--- config.mk ---
export PLATFORM = sky130hd
export DESIGN_NAME = scan_sel_sequencer
export DESIGN_NICKNAME = d
export VERILOG_FILES = /design/src/rtl/scan_sel_pkg.sv /design/src/rtl/scan_sel_sequencer_dwell_counter.sv /design/src/rtl/scan_sel_sequencer.sv
export SDC_FILE = /design/constraint.sdc
export NUM_CORES = 1
export LEC_CHECK = 0
export ABC_CLOCK_PERIOD_IN_PS = 1800
export CAP_MARGIN = 20
export CORE_MARGIN = 5
export CORE_UTILIZATION = 46
export DETAILED_ROUTE_END_ITERATION = 6
export HOLD_SLACK_MARGIN = 0.15
export MAX_ROUTING_LAYER = met4
export PLACE_DENSITY = 0.73
export SYNTH_ARGS = -nofsm -noshare
export SYNTH_HDL_FRONTEND = slang
export SYNTH_SLANG_ARGS = --single-unit
--- constraint.sdc ---
create_clock -name clk -period 1.8 [get_ports clk]
set_input_delay 0.27 -clock clk [delete_from_list [all_inputs] [get_ports clk]]
set_output_delay 0.27 -clock clk [all_outputs]
set_load 0.005 [all_outputs]
--- src/rtl/scan_sel_pkg.sv ---
// ----------------------------------------------------------------------------
// scan_sel_pkg
// Shared types and constants for the scan select sequencer.
//   state_e  : sequencer state (IDLE / DWELL)
//   SEL_W    : width of the channel select
//   NUM_CH   : number of decoder channels
//   CH_FIRST : first channel of an unmasked sweep
//   CH_LAST  : last channel of an unmasked sweep
// ----------------------------------------------------------------------------
package scan_sel_pkg;

    typedef enum logic {
        IDLE  = 1'b0,
        DWELL = 1'b1
    } state_e;

    localparam int               SEL_W    = 2;
    localparam int               NUM_CH   = 4;
    localparam logic [SEL_W-1:0] CH_FIRST = 2'd0;
    localparam logic [SEL_W-1:0] CH_LAST  = 2'd3;

endpackage

--- src/rtl/scan_sel_sequencer_dwell_counter.sv ---
// ----------------------------------------------------------------------------
// dwell_counter
// Load / decrement down-counter with a zero flag. Load has priority over
// decrement; decrement saturates at zero so the counter never wraps.
//   clk      in   clock, rising edge
//   rst      in   synchronous active-high reset (count -> 0)
//   load     in   load load_val on the next edge
//   load_val in   value to load
//   dec      in   decrement by one on the next edge
//   zero     out  count is zero
// ----------------------------------------------------------------------------
module dwell_counter #(
    parameter int DWELL_W = 8
) (
    input  logic               clk,
    input  logic               rst,
    input  logic               load,
    input  logic [DWELL_W-1:0] load_val,
    input  logic               dec,
    output logic               zero
);

    logic [DWELL_W-1:0] count_q;
    logic [DWELL_W-1:0] count_d;

    always_comb begin
        count_d = count_q;
        if (load) begin
            count_d = load_val;
        end else if (dec && (count_q != '0)) begin
            count_d = count_q - 1'b1;
        end
    end

    always_ff @(posedge clk) begin
        if (rst) begin
            count_q <= '0;
        end else begin
            count_q <= count_d;
        end
    end

    assign zero = (count_q == '0);

endmodule

--- src/rtl/scan_sel_sequencer.sv ---
// ----------------------------------------------------------------------------
// scan_sel_sequencer
// Steps a 2-bit channel select through the decoder channels, holding each one
// for dwell_len+1 cycles. Sweeps are single-shot or continuous and are started
// by a start pulse in IDLE; stop aborts a sweep at any time.
//
// Optional feature macro: SCAN_SKIP_MASK_EN
//   When defined, a ch_mask port selects which channels take part in a sweep;
//   masked channels are skipped entirely and an all-zero mask refuses start.
//
// Ports
//   clk        in   clock, rising edge
//   rst        in   synchronous active-high reset
//   start      in   begin a sweep (IDLE only)
//   stop       in   abort the current sweep, highest priority
//   continuous in   latched at start: wrap forever when 1
//   dwell_len  in   latched at start: per-channel hold is dwell_len+1 cycles
//   ch_mask    in   (SCAN_SKIP_MASK_EN) latched at start, bit i enables ch i
//   sel        out  channel select to the decoder
//   sel_valid  out  sel is live
//   busy       out  sweep in progress
//   ch_step    out  pulse on the first cycle of each new channel
//   done       out  pulse on the cycle after the last channel finishes
// ----------------------------------------------------------------------------
module scan_sel_sequencer
    import scan_sel_pkg::*;
#(
    parameter int DWELL_W = 8
) (
    input  logic               clk,
    input  logic               rst,
    input  logic               start,
    input  logic               stop,
    input  logic               continuous,
    input  logic [DWELL_W-1:0] dwell_len,
`ifdef SCAN_SKIP_MASK_EN
    input  logic [NUM_CH-1:0]  ch_mask,
`endif
    output logic [SEL_W-1:0]   sel,
    output logic               sel_valid,
    output logic               busy,
    output logic               ch_step,
    output logic               done
);

    state_e             state_q, state_d;
    logic [SEL_W-1:0]   sel_q, sel_d;
    logic               ch_step_q, ch_step_d;
    logic               done_q, done_d;
    logic               cont_q, cont_d;
    logic [DWELL_W-1:0] dwell_len_q, dwell_len_d;

    logic               cnt_load;
    logic [DWELL_W-1:0] cnt_load_val;
    logic               cnt_dec;
    logic               cnt_zero;

    // Channel ordering for the current sweep, and the start qualifiers
    logic [SEL_W-1:0]   first_ch;
    logic [SEL_W-1:0]   last_ch;
    logic [SEL_W-1:0]   next_ch;
    logic [SEL_W-1:0]   start_ch;
    logic               start_ok;

`ifdef SCAN_SKIP_MASK_EN
    logic [NUM_CH-1:0]  mask_q, mask_d;

    function automatic logic [SEL_W-1:0] mask_first(input logic [NUM_CH-1:0] m);
        logic [SEL_W-1:0] f;
        f = CH_FIRST;
        for (int i = NUM_CH - 1; i >= 0; i--) begin
            if (m[i]) f = SEL_W'(i);
        end
        return f;
    endfunction

    function automatic logic [SEL_W-1:0] mask_last(input logic [NUM_CH-1:0] m);
        logic [SEL_W-1:0] l;
        l = CH_LAST;
        for (int i = 0; i < NUM_CH; i++) begin
            if (m[i]) l = SEL_W'(i);
        end
        return l;
    endfunction

    // Next enabled channel strictly above cur; only consulted when cur is
    // not the last enabled channel, so a higher set bit always exists.
    function automatic logic [SEL_W-1:0] mask_next(input logic [NUM_CH-1:0] m,
                                                  input logic [SEL_W-1:0]  cur);
        logic [SEL_W-1:0] n;
        n = cur;
        for (int i = NUM_CH - 1; i >= 0; i--) begin
            if (m[i] && (i > int'(cur))) n = SEL_W'(i);
        end
        return n;
    endfunction

    always_comb begin
        first_ch = mask_first(mask_q);
        last_ch  = mask_last(mask_q);
        next_ch  = mask_next(mask_q, sel_q);
        start_ch = mask_first(ch_mask);
        start_ok = (ch_mask != '0);
    end
`else
    always_comb begin
        first_ch = CH_FIRST;
        last_ch  = CH_LAST;
        next_ch  = sel_q + 1'b1;
        start_ch = CH_FIRST;
        start_ok = 1'b1;
    end
`endif

    dwell_counter #(
        .DWELL_W (DWELL_W)
    ) u_dwell_counter (
        .clk      (clk),
        .rst      (rst),
        .load     (cnt_load),
        .load_val (cnt_load_val),
        .dec      (cnt_dec),
        .zero     (cnt_zero)
    );

    // State, registered outputs and latched configuration
    always_ff @(posedge clk) begin
        if (rst) begin
            state_q     <= IDLE;
            sel_q       <= '0;
            ch_step_q   <= 1'b0;
            done_q      <= 1'b0;
            cont_q      <= 1'b0;
            dwell_len_q <= '0;
`ifdef SCAN_SKIP_MASK_EN
            mask_q      <= '0;
`endif
        end else begin
            state_q     <= state_d;
            sel_q       <= sel_d;
            ch_step_q   <= ch_step_d;
            done_q      <= done_d;
            cont_q      <= cont_d;
            dwell_len_q <= dwell_len_d;
`ifdef SCAN_SKIP_MASK_EN
            mask_q      <= mask_d;
`endif
        end
    end

    // Next-state logic; stop wins over a same-cycle counter expiry
    always_comb begin
        state_d = state_q;
        case (state_q)
            IDLE: begin
                if (start && !stop && start_ok) state_d = DWELL;
            end
            DWELL: begin
                if (stop) begin
                    state_d = IDLE;
                end else if (cnt_zero && (sel_q == last_ch) && !cont_q) begin
                    state_d = IDLE;
                end
            end
            default: state_d = IDLE;
        endcase
    end

    // Output / datapath control
    always_comb begin
        sel_d        = sel_q;
        ch_step_d    = 1'b0;
        done_d       = 1'b0;
        cont_d       = cont_q;
        dwell_len_d  = dwell_len_q;
`ifdef SCAN_SKIP_MASK_EN
        mask_d       = mask_q;
`endif
        cnt_load     = 1'b0;
        cnt_load_val = dwell_len_q;
        cnt_dec      = 1'b0;
        case (state_q)
            IDLE: begin
                if (start && !stop && start_ok) begin
                    sel_d        = start_ch;
                    cont_d       = continuous;
                    dwell_len_d  = dwell_len;
`ifdef SCAN_SKIP_MASK_EN
                    mask_d       = ch_mask;
`endif
                    // Load straight from the port: the latched copy is not
                    // valid until the next edge.
                    cnt_load     = 1'b1;
                    cnt_load_val = dwell_len;
                end
            end
            DWELL: begin
                if (!stop) begin
                    if (!cnt_zero) begin
                        cnt_dec = 1'b1;
                    end else if (sel_q != last_ch) begin
                        sel_d     = next_ch;
                        cnt_load  = 1'b1;
                        ch_step_d = 1'b1;
                    end else begin
                        done_d = 1'b1;
                        if (cont_q) begin
                            sel_d     = first_ch;
                            cnt_load  = 1'b1;
                            ch_step_d = 1'b1;
                        end
                    end
                end
            end
            default: ;
        endcase
    end

    assign sel       = sel_q;
    assign sel_valid = (state_q == DWELL);
    assign busy      = (state_q == DWELL);
    assign ch_step   = ch_step_q;
    assign done      = done_q;

endmodule

==> results.tsv <==
metric	value	unit
status	finished, violations left	
violations	negative setup slack	
vias_per_cell	5.67	
max_slew_margin	67.1	%
fin_worst_skew	0.00639	ns
synthFlopType	dfxtp_1	
cts_tree	done	
finalMaxSlewViolations	0	
num_antenna_cells	0	
fin_nets	187	
leakagePower	0.597	nW
place_congestion	0.966	
power	0.00121	W
antenna_left	0	
path_class	reg -> reg	
clock_sinks	22	
crit_fanout	3	
layout_setup_ws	-0.0349	ns
hold_viol	0	
grt_usage	19.6	%
grt_antenna_before_repair	0	
finalSetupTns	-0.0349	ns
grt_pass1_wl	5110	microns
grt_pass1_vias	1168	
syn-instance-count	134	
required	2.05	ns
clk_pin_slew	0.13	ns
max_cap_violations	0	
core_region_area	2410	sq um
grt_max_degree	16	
max_freq	545	MHz
cts_hold_buf	0	
synth_edf_count	0	
initialDrtViolationCount	56	
area_delta_synth_final	36.2	%
hp-class	reg -> reg	
cts_root_buf	clkbuf_4	
fillers	207	
layout-drive-gt1-share	24.1	%
placementRows	18	
cts_max_path_buffers	2	
fin_crit	1.83	ns
slowest_stage	or4b_4	
rsz0062_at_grt	yes	
synthDistinctLibCells	42	
crit_arrival	2.08	ns
synthTopCellsByArea	dfxtp_1 (39%), nand2_1 (8.6%), a21oi_1 (8.4%), ha_1 (3.3%), nor2_1 (2.6%)	
synth_most_common_cell	nand2_1	
cp-start-kind	flip-flop	
max_stage_delay	0.48	ns
grt_overflow	0	
worst_slew_pin_slew	0.493	ns
start_util	47.1	%
htree_levels	1	
die-area	3560	sq um
io_pins	19	
hpwl	2290	microns
synthesis.area	1130	sq um
synthTopCellsByCount	nand2_1 (26), dfxtp_1 (22), a21oi_1 (19)	
ir_drop	0.635	mV
routedWlPerCell	15.3	microns
wl	3060	microns
setup_viol_count_final	1	
path_cells	inv_2 -> ha_4 -> or3b_4 -> nor2_8 -> nand2_4 -> or4b_4 -> a21oi_2	
endpoint_kind	flip-flop	
synth_top_area_share	38.8	%
cts_buffers	3	
syn-mean-instance-area	8.47	sq um
synth_top_cell_by_area	dfxtp_1	
ys_ff_latch	22	
vias	1133	
dr.pass1.iters	4	
port_buffers	18	
async_flop_share	0	%
clock_latency	0.30	ns
synth.net_count	150	
p_per_area	781	nW/um^2
yosys_warnings	0	
yosysSeqAreaShare	38.8	%
die_w	59.7	microns
die_h	59.7	microns
post-route-period-util	102	%
drc	0	
-- logic make-up after synthesis --
logic type	count (synthesis)	synth area share (%)
DFF	22	38.8
AOI/OAI and AO/OA	41	22.6
and+or+nand+nor	55	26.9
adders and majority gates	3	3.31
xor gates and xnor gates	3	2.32
buffers and inverters	10	6.06
-- through the flow --
stage               worst slack [ns]  utilization, %  cell area, sq um  hold WS, ns  instances
floorplan                  -0.000328               -              1150        0.406        134
global placement             -0.0612            60.6              1460        0.441        194
detailed placement            -0.117            60.6              1460        0.457        194
CTS                          -0.0292            63.4              1530        0.475        200
global route                  -0.101            64.1              1550        0.502        200
finish                       -0.0349            64.1              1550        0.469        200
-- flip-flops by register name, indices dropped and copies added, names as in the netlist --
signal and flops:
dwell_len_q 8, u_dwell_counter.count_q 8, sel 2, busy 1, ch_step 1, cont_q 1, done 1
-- where the power goes --
group | switching, W | total, W | internal (W)
logic | 0.000153 | 0.000302 | 0.000150
registers | 0.0000175 | 0.000530 | 0.000512
clock network | 0.000150 | 0.000375 | 0.000225
total | 0.000320 | 0.00121 | 0.000887
-- cell usage in the layout (no fill, tap or decap), drive strengths merged, types with 2 or more instances in the layout --
master and instances:
a31oi 4, ha 3, nor4 2, xnor2 2
nor2 9, o211ai 2, o21ai 4, buf 20
a21oi 19, o32ai 2, clkbuf 3, inv 4
nor3 4, dfxtp 22, nand2 27, nand3 3
clkdlybuf4s50 18
-- worst paths after layout --
| path | start | slack, ns | cells after the start | end |
|---|---|---|---|---|
| worst max-delay path | u_dwell_counter.count_q[1]$_SDFFE_PP0P_ | -0.03 | 7 | sel[0]$_SDFFE_PP0P_ |
| worst min-delay path | dwell_len_q[0]$_SDFF_PP0_ | 0.47 | 2 | dwell_len_q[0]$_SDFF_PP0_ |
| worst max register to register | u_dwell_counter.count_q[1]$_SDFFE_PP0P_ | -0.03 | 7 | sel[0]$_SDFFE_PP0P_ |
| worst min register to register | dwell_len_q[0]$_SDFF_PP0_ | 0.47 | 2 | dwell_len_q[0]$_SDFF_PP0_ |
-- worst max-delay path: cells and delay by family, from the launching register on --
kind | cells | cell delay (ns)
AO/OA/AOI/OAI | 1 | 0.12
buffers and inverters | 1 | 0.08
flip-flops | 1 | 0.36
adder cells (fa/ha/maj) | 1 | 0.14
AND/OR/NAND/NOR | 4 | 1.07
-- metal layers --
| metal | GRT usage [%] | up-vias | routed length, microns |
|---|---|---|---|
| li1 | - | 555 | - |
| met3 | 2.16 | 8 | 122 |
| met4 | 11.1 | 0 | 79 |
| met2 | 31.5 | 37 | 1500 |
| met1 | 23.7 | 533 | 1360 |
| met5 | - | - | 0 |
-- area by class of cell --
cell class / count / area, sq um / area share, %
Clock inverter: 1 / 30.0 / 1.94
Clock buffer: 3 / 22.5 / 1.46
Inverter: 4 / 15.0 / 0.972
Tap cell: 30 / 37.5 / 2.43
Sequential cell: 22 / 444 / 28.7
Multi-Input combinational cell: 102 / 653 / 42.3
Timing Repair Buffer: 38 / 343 / 22.2
-- repair_timing --
item | 4_1_cts | 5_1_grt
pin swaps | 2 | 0
endpoints found under the setup margin | 4 | 4
gates resized for setup | 0 | 5
buffers inserted | 2 | 0
endpoints found under the hold margin | 0 | 0
Note: power is estimated with default switching activity, not from simulation.
